--- src/rtl/muldiv_seq.sv ---
// Iterative multiply / multiply-accumulate / restoring-divide unit for the
// execute stage. It stalls the pipeline while busy and pulses done with the HI/LO result.
module muldiv_seq (
  input  logic        clk,
  input  logic        resetn,
  input  logic        start,
  input  logic [2:0]  op,
  input  logic [31:0] a,
  input  logic [31:0] b,
  input  logic [31:0] hi_in,
  input  logic [31:0] lo_in,
  input  logic        flush,
  output logic        stall,
  output logic        done,
  output logic [31:0] hi_out,
  output logic [31:0] lo_out,
  output logic        hilo_w
);

  localparam logic [1:0] S_IDLE = 2'd0;
  localparam logic [1:0] S_MUL  = 2'd1;
  localparam logic [1:0] S_DIV  = 2'd2;
  localparam logic [1:0] S_DONE = 2'd3;

  logic [1:0]  r_state;
  logic [1:0]  r_mcnt;
  logic [5:0]  r_dcnt;
  logic [2:0]  r_op;
  logic [31:0] r_a, r_b, r_hi, r_lo;
  logic [31:0] r_rem, r_quo, r_dvs;
  logic [31:0] r_hi_out, r_lo_out;

  function automatic logic [31:0] f_abs(input logic [31:0] v, input logic sgn);
    return (sgn && v[31]) ? (32'd0 - v) : v;
  endfunction

  function automatic logic [31:0] f_neg_if(input logic [31:0] v, input logic neg);
    return neg ? (32'd0 - v) : v;
  endfunction

  logic w_accept, w_op_is_div, w_op_sgn;
  assign w_accept    = (r_state == S_IDLE) && start && !flush;
  assign w_op_is_div = (op[2:1] == 2'b01);
  assign w_op_sgn    = ~op[0];

  // Multiply datapath: odd opcodes are the unsigned variants in both classes.
  logic        w_sgn;
  logic [63:0] w_ea, w_eb, w_prod, w_acc, w_mres;
  assign w_sgn  = ~r_op[0];
  assign w_ea   = {{32{w_sgn & r_a[31]}}, r_a};
  assign w_eb   = {{32{w_sgn & r_b[31]}}, r_b};
  assign w_prod = w_ea * w_eb;
  assign w_acc  = {r_hi, r_lo};
  assign w_mres = !r_op[2] ? w_prod : (r_op[1] ? (w_acc - w_prod) : (w_acc + w_prod));

  // Restoring divide step; r_quo starts as the dividend magnitude and shifts out.
  logic [32:0] w_shift;
  logic [33:0] w_diff;
  logic        w_ge, w_qneg, w_rneg;
  logic [31:0] w_rem_n, w_quo_n;
  assign w_shift = {r_rem, r_quo[31]};
  assign w_diff  = {1'b0, w_shift} - {2'b00, r_dvs};
  assign w_ge    = ~w_diff[33];
  assign w_rem_n = w_ge ? w_diff[31:0] : w_shift[31:0];
  assign w_quo_n = {r_quo[30:0], w_ge};
  assign w_qneg  = w_sgn & (r_a[31] ^ r_b[31]);
  assign w_rneg  = w_sgn & r_a[31];

  always_ff @(posedge clk or negedge resetn) begin
    if (!resetn) begin
      r_state  <= S_IDLE;
      r_mcnt   <= '0;
      r_dcnt   <= '0;
      r_op     <= '0;
      r_a      <= '0;
      r_b      <= '0;
      r_hi     <= '0;
      r_lo     <= '0;
      r_rem    <= '0;
      r_quo    <= '0;
      r_dvs    <= '0;
      r_hi_out <= '0;
      r_lo_out <= '0;
    end else if (flush) begin
      r_state <= S_IDLE;
    end else begin
      case (r_state)
        S_IDLE: if (w_accept) begin
          r_op   <= op;
          r_a    <= a;
          r_b    <= b;
          r_hi   <= hi_in;
          r_lo   <= lo_in;
          r_mcnt <= '0;
          r_dcnt <= '0;
          if (!w_op_is_div) begin
            r_state <= S_MUL;
          end else if (b == 32'd0) begin
            r_state  <= S_DONE;
            r_hi_out <= a;
            r_lo_out <= 32'hFFFF_FFFF;
          end else begin
            r_state <= S_DIV;
            r_rem   <= '0;
            r_quo   <= f_abs(a, w_op_sgn);
            r_dvs   <= f_abs(b, w_op_sgn);
          end
        end
        S_MUL: begin
          if (r_mcnt == 2'd1) begin
            r_state  <= S_DONE;
            r_hi_out <= w_mres[63:32];
            r_lo_out <= w_mres[31:0];
          end else begin
            r_mcnt <= r_mcnt + 2'd1;
          end
        end
        S_DIV: begin
          r_rem <= w_rem_n;
          r_quo <= w_quo_n;
          if (r_dcnt == 6'd31) begin
            r_state  <= S_DONE;
            r_lo_out <= f_neg_if(w_quo_n, w_qneg);
            r_hi_out <= f_neg_if(w_rem_n, w_rneg);
          end else begin
            r_dcnt <= r_dcnt + 6'd1;
          end
        end
        default: r_state <= S_IDLE;
      endcase
    end
  end

  // start may be high while reset is held, so stall is gated by resetn directly.
  assign stall  = resetn && (w_accept || (r_state == S_MUL) || (r_state == S_DIV));
  assign done   = (r_state == S_DONE) && !flush;
  assign hilo_w = done;
  assign hi_out = r_hi_out;
  assign lo_out = r_lo_out;

endmodule

--- config.mk ---
export PLATFORM = sky130hd
export DESIGN_NAME = muldiv_seq
export DESIGN_NICKNAME = d
export VERILOG_FILES = /design/src/rtl/muldiv_seq.sv
export SDC_FILE = /design/constraint.sdc
export NUM_CORES = 2
export LEC_CHECK = 0
export CORE_UTILIZATION = 70
export DETAILED_ROUTE_END_ITERATION = 8
export PLACE_DENSITY = 0.95
export SETUP_SLACK_MARGIN = 0.5
export SLEW_MARGIN = 20
export SYNTH_ARGS = -nofsm -noshare
export SYNTH_HDL_FRONTEND = slang
export SYNTH_SLANG_ARGS = --single-unit
--- constraint.sdc ---
create_clock -name clk -period 21.7 [get_ports clk]
set_clock_uncertainty 0.15 [all_clocks]
set_input_delay 4.34 -clock clk [delete_from_list [all_inputs] [get_ports clk]]
set_output_delay 4.34 -clock clk [all_outputs]
set_load 0.01 [all_outputs]
==> metrics.csv <==
stage,metric,value,unit
synth,Synth area leader,fa_1,
floorplanning,Placeable Area,86600,µm²
placement,post-place setup slack,8.91,ns
sta,RSZ-0062 raised after global routing,no,
clock_network,CTS tree,done,
setup_path,CP required,22.02,ns
global_routing,Overall Global Routing Usage,46.7,%
final_layout,Fillers,5652,
synth,number of synthesized flops with an enable pin,0,
sta,post-layout minimum cycle time,13.07,ns
sta,worst setup margin,8.63,ns
final_layout,share of layout cells above drive strength 1,3.27,%
clock_network,Setup Buffers After CTS,0,
synth,mapped cell area,61200,µm²
flow_run,Max Cap Viol,0,
sta,final hold viol count,0,
clock_network,Max Buffers Root-to-Sink,3,
sta,final setup TNS,0,ns
detailed_routing,drt total wl,202,mm
synth,Synth Area in Compound Gates,10.7,%
clock_network,CTS root buf,clkbuf_16,
final_layout,fin nets,8736,
final_layout,Area growth syn-to-layout,6.61,%
setup_path,CP Launch Type,flip-flop,
floorplanning,IO Pins,202,
hold_path,type of the worst min-delay path,reg2reg,
setup_path,CP peak stage delay,0.66,ns
clock_network,clk_lat worst skew,0.59,ns
clock_network,CTS sink count,301,
synth,"flops & latches, synth",301,
synth,Synth Flop Type,dfrtp_1,
synth,Gate Count Post-Synth,7206,
global_routing,largest net degree at the start of global routing,104,
synth,Synth Net Count,8788,
final_layout,final core utilization,75.3,%
placement,GPL Wtd Cong,1.03,
placement,Final HPWL DP,161,mm
synth,Synth Warn #,0,
synth,post-synthesis async set-or-reset flop share,100,%
detailed_routing,DRC errors left,0,
synth,post-synthesis xor/xnor area fraction,4.52,%
floorplanning,Initial Utilization,70.6,%
global_routing,first-pass GRT wire length,317,mm
synth,mux cell area share after synthesis,0.691,%
clock_network,CTS hold repair buffers,0,
synth,Yosys top cell area share,36.9,%
setup_path,Slowest cell on crit path,fa_2,
global_routing,GR Overflow Total,0,
global_routing,antenna violations before repair,7,
detailed_routing,Antenna Violating Nets Remaining,0,
setup_path,CP Capture Type,flip-flop,
floorplanning,Row Count,108,
sta,Least-Margin Pin Slew,1.16,ns
synth,simple logic cell fraction of the synthesized area,18.6,%
setup_path,CP most frequent cell,fa_1,
synth,Netlist cell types,95,
clock_network,cts repair resizes,0,
clock_network,CTS Buf Count,35,
placement,# port buffers,201,
clock_network,clock slew at reported path FFs,0.07,ns
floorplanning,Die H,298,µm
synth,sequential area share after synthesis,12.3,%
synth,ranking of synthesized cells by area,"fa_1 (37%), dfrtp_1 (12%), nand2_1 (8.5%), inv_1 (7.3%), ha_1 (6.5%)",
sta,fin. max-slew vios,0,
setup_path,Crit Path Max Fanout,35,
detailed_routing,vias,54000,
sta,f_max,0.0765,GHz
sta,Final setup viols,0,
sta,max_slew headroom,21.0,%
sta,crit share post-route,60.2,%
floorplanning,Die W,298,µm
setup_path,WS Path Type,reg2reg,
detailed_routing,DR iter-0 viols,6316,
detailed_routing,DRT Pass-1 Iters,9,
outcome,outcome,"complete, no violations",
synth,Mean Syn Cell Area,8.49,µm²
detailed_routing,routed length per placed instance,24.2,µm
floorplanning,die area,88600,µm²
global_routing,number of global-route vias before repair,58200,
setup_path,"Arr. time, crit path",13.38,ns
synth,largest family of logic cells by synthesized area,adder cells,
clock_network,CTS H-tree depth,2,
synth,Adder-Cell Fraction of Synth Area,43.4,%
detailed_routing,via-per-instance ratio,6.48,
## cells by family (layout without fill, tap and decap cells)
group,Yosys count,after routing
adders and majority gates,1447,1447
and+or+nand+nor,2476,2476
DFF,301,301
buffers and inverters,1577,1549
muxes,41,41
xor gates and xnor gates,314,314
AOI/OAI and AO/OA,1050,1050
other,0,3
## flip-flops by register name, indices dropped and copies added (netlist names), 6 cells and up
register	cells
r_b	32
r_quo	32
lo_out	32
r_dcnt	6
r_hi	32
r_rem	32
hi_out	32
r_dvs	32
r_lo	32
r_a	32
## cells in the final DEF (no fill, tap or decap), types with 69 or more instances in the layout
master           count
buf_4               92
a21o_1              69
clkdlybuf4s50_1    200
inv_1             1194
o21ai_0            288
nand2_1           1381
nor2_1             265
fa_1              1126
xor2_1             125
xnor2_1            188
dfrtp_1            297
ha_1               318
and2_1             400
a21oi_1            304
## path summary, 6_finish.rpt
| path | cells after the start | slack, ns | start | to |
|---|---|---|---|---|
| worst max-delay path | 41 | 8.63 | r_a[31]$_DFFE_PN0P_ | hi_out[31]$_DFFE_PN0P_ |
| worst min-delay path | 2 | 0.33 | r_b[11]$_DFFE_PN0P_ | r_b[11]$_DFFE_PN0P_ |
| worst max register to register | 41 | 8.63 | r_a[31]$_DFFE_PN0P_ | hi_out[31]$_DFFE_PN0P_ |
| worst min register to register | 2 | 0.33 | r_b[11]$_DFFE_PN0P_ | r_b[11]$_DFFE_PN0P_ |
| max in group asynchronous | 3 | 15.34 | resetn | r_b[29]$_DFFE_PN0P_ |
| min in group asynchronous | 1 | 3.65 | resetn | r_dcnt[4]$_DFFE_PN0P_ |
## layout make-up
class | instances | area (µm²) | share of cell area (%)
Antenna cell | 3 | 7.51 | 0.0115
Clock buffer | 46 | 977 | 1.50
Clock inverter | 15 | 278 | 0.426
Inverter | 1195 | 4490 | 6.88
Multi-Input combinational cell | 5328 | 47800 | 73.3
Sequential cell | 301 | 7540 | 11.6
Tap cell | 1155 | 1450 | 2.22
Timing Repair Buffer | 293 | 2710 | 4.15
## cell usage after synthesis (69+ instances only)
cell / instances
a21o_1: 69
a21oi_1: 304
and2_1: 400
clkbuf_1: 360
dfrtp_1: 301
fa_1: 1127
ha_1: 320
inv_1: 1194
nand2_1: 1382
nor2_1: 267
o21ai_0: 288
xnor2_1: 188
xor2_1: 125
## critical path, delay by kind of cell, from the launching register on
family / cells / cell delay (ns)
buffers and inverters: 7 / 1.35
AOI/OAI and AO/OA: 9 / 2.16
xor gates and xnor gates: 3 / 0.84
adders and majority gates: 10 / 5.31
and+or+nand+nor: 12 / 2.80
DFF: 1 / 0.32
## per-layer routing
metal / vias to the layer above / part of all wire, % / track usage, % / wire length [µm]
met5: - / 0.017 / 0 / 34
met4: 6 / 8.6 / 32.9 / 17300
met3: 1345 / 12 / 12.3 / 24900
met2: 4164 / 45 / 72.4 / 91100
met1: 26100 / 34 / 57.2 / 68600
li1: 22300 / - / - / -
## stage by stage
stage	cell area, µm²	hold slack [ns]	cells
floorplan	61200	0.302	7206
global placement	63900	0.311	8272
detailed placement	63900	0.318	8272
CTS	65200	0.333	8333
global route	65200	0.359	8333
finish	65200	0.334	8336
Power is not shown: default switching activity piles up to over one toggle a cycle in this logic, so the estimate is an artifact.
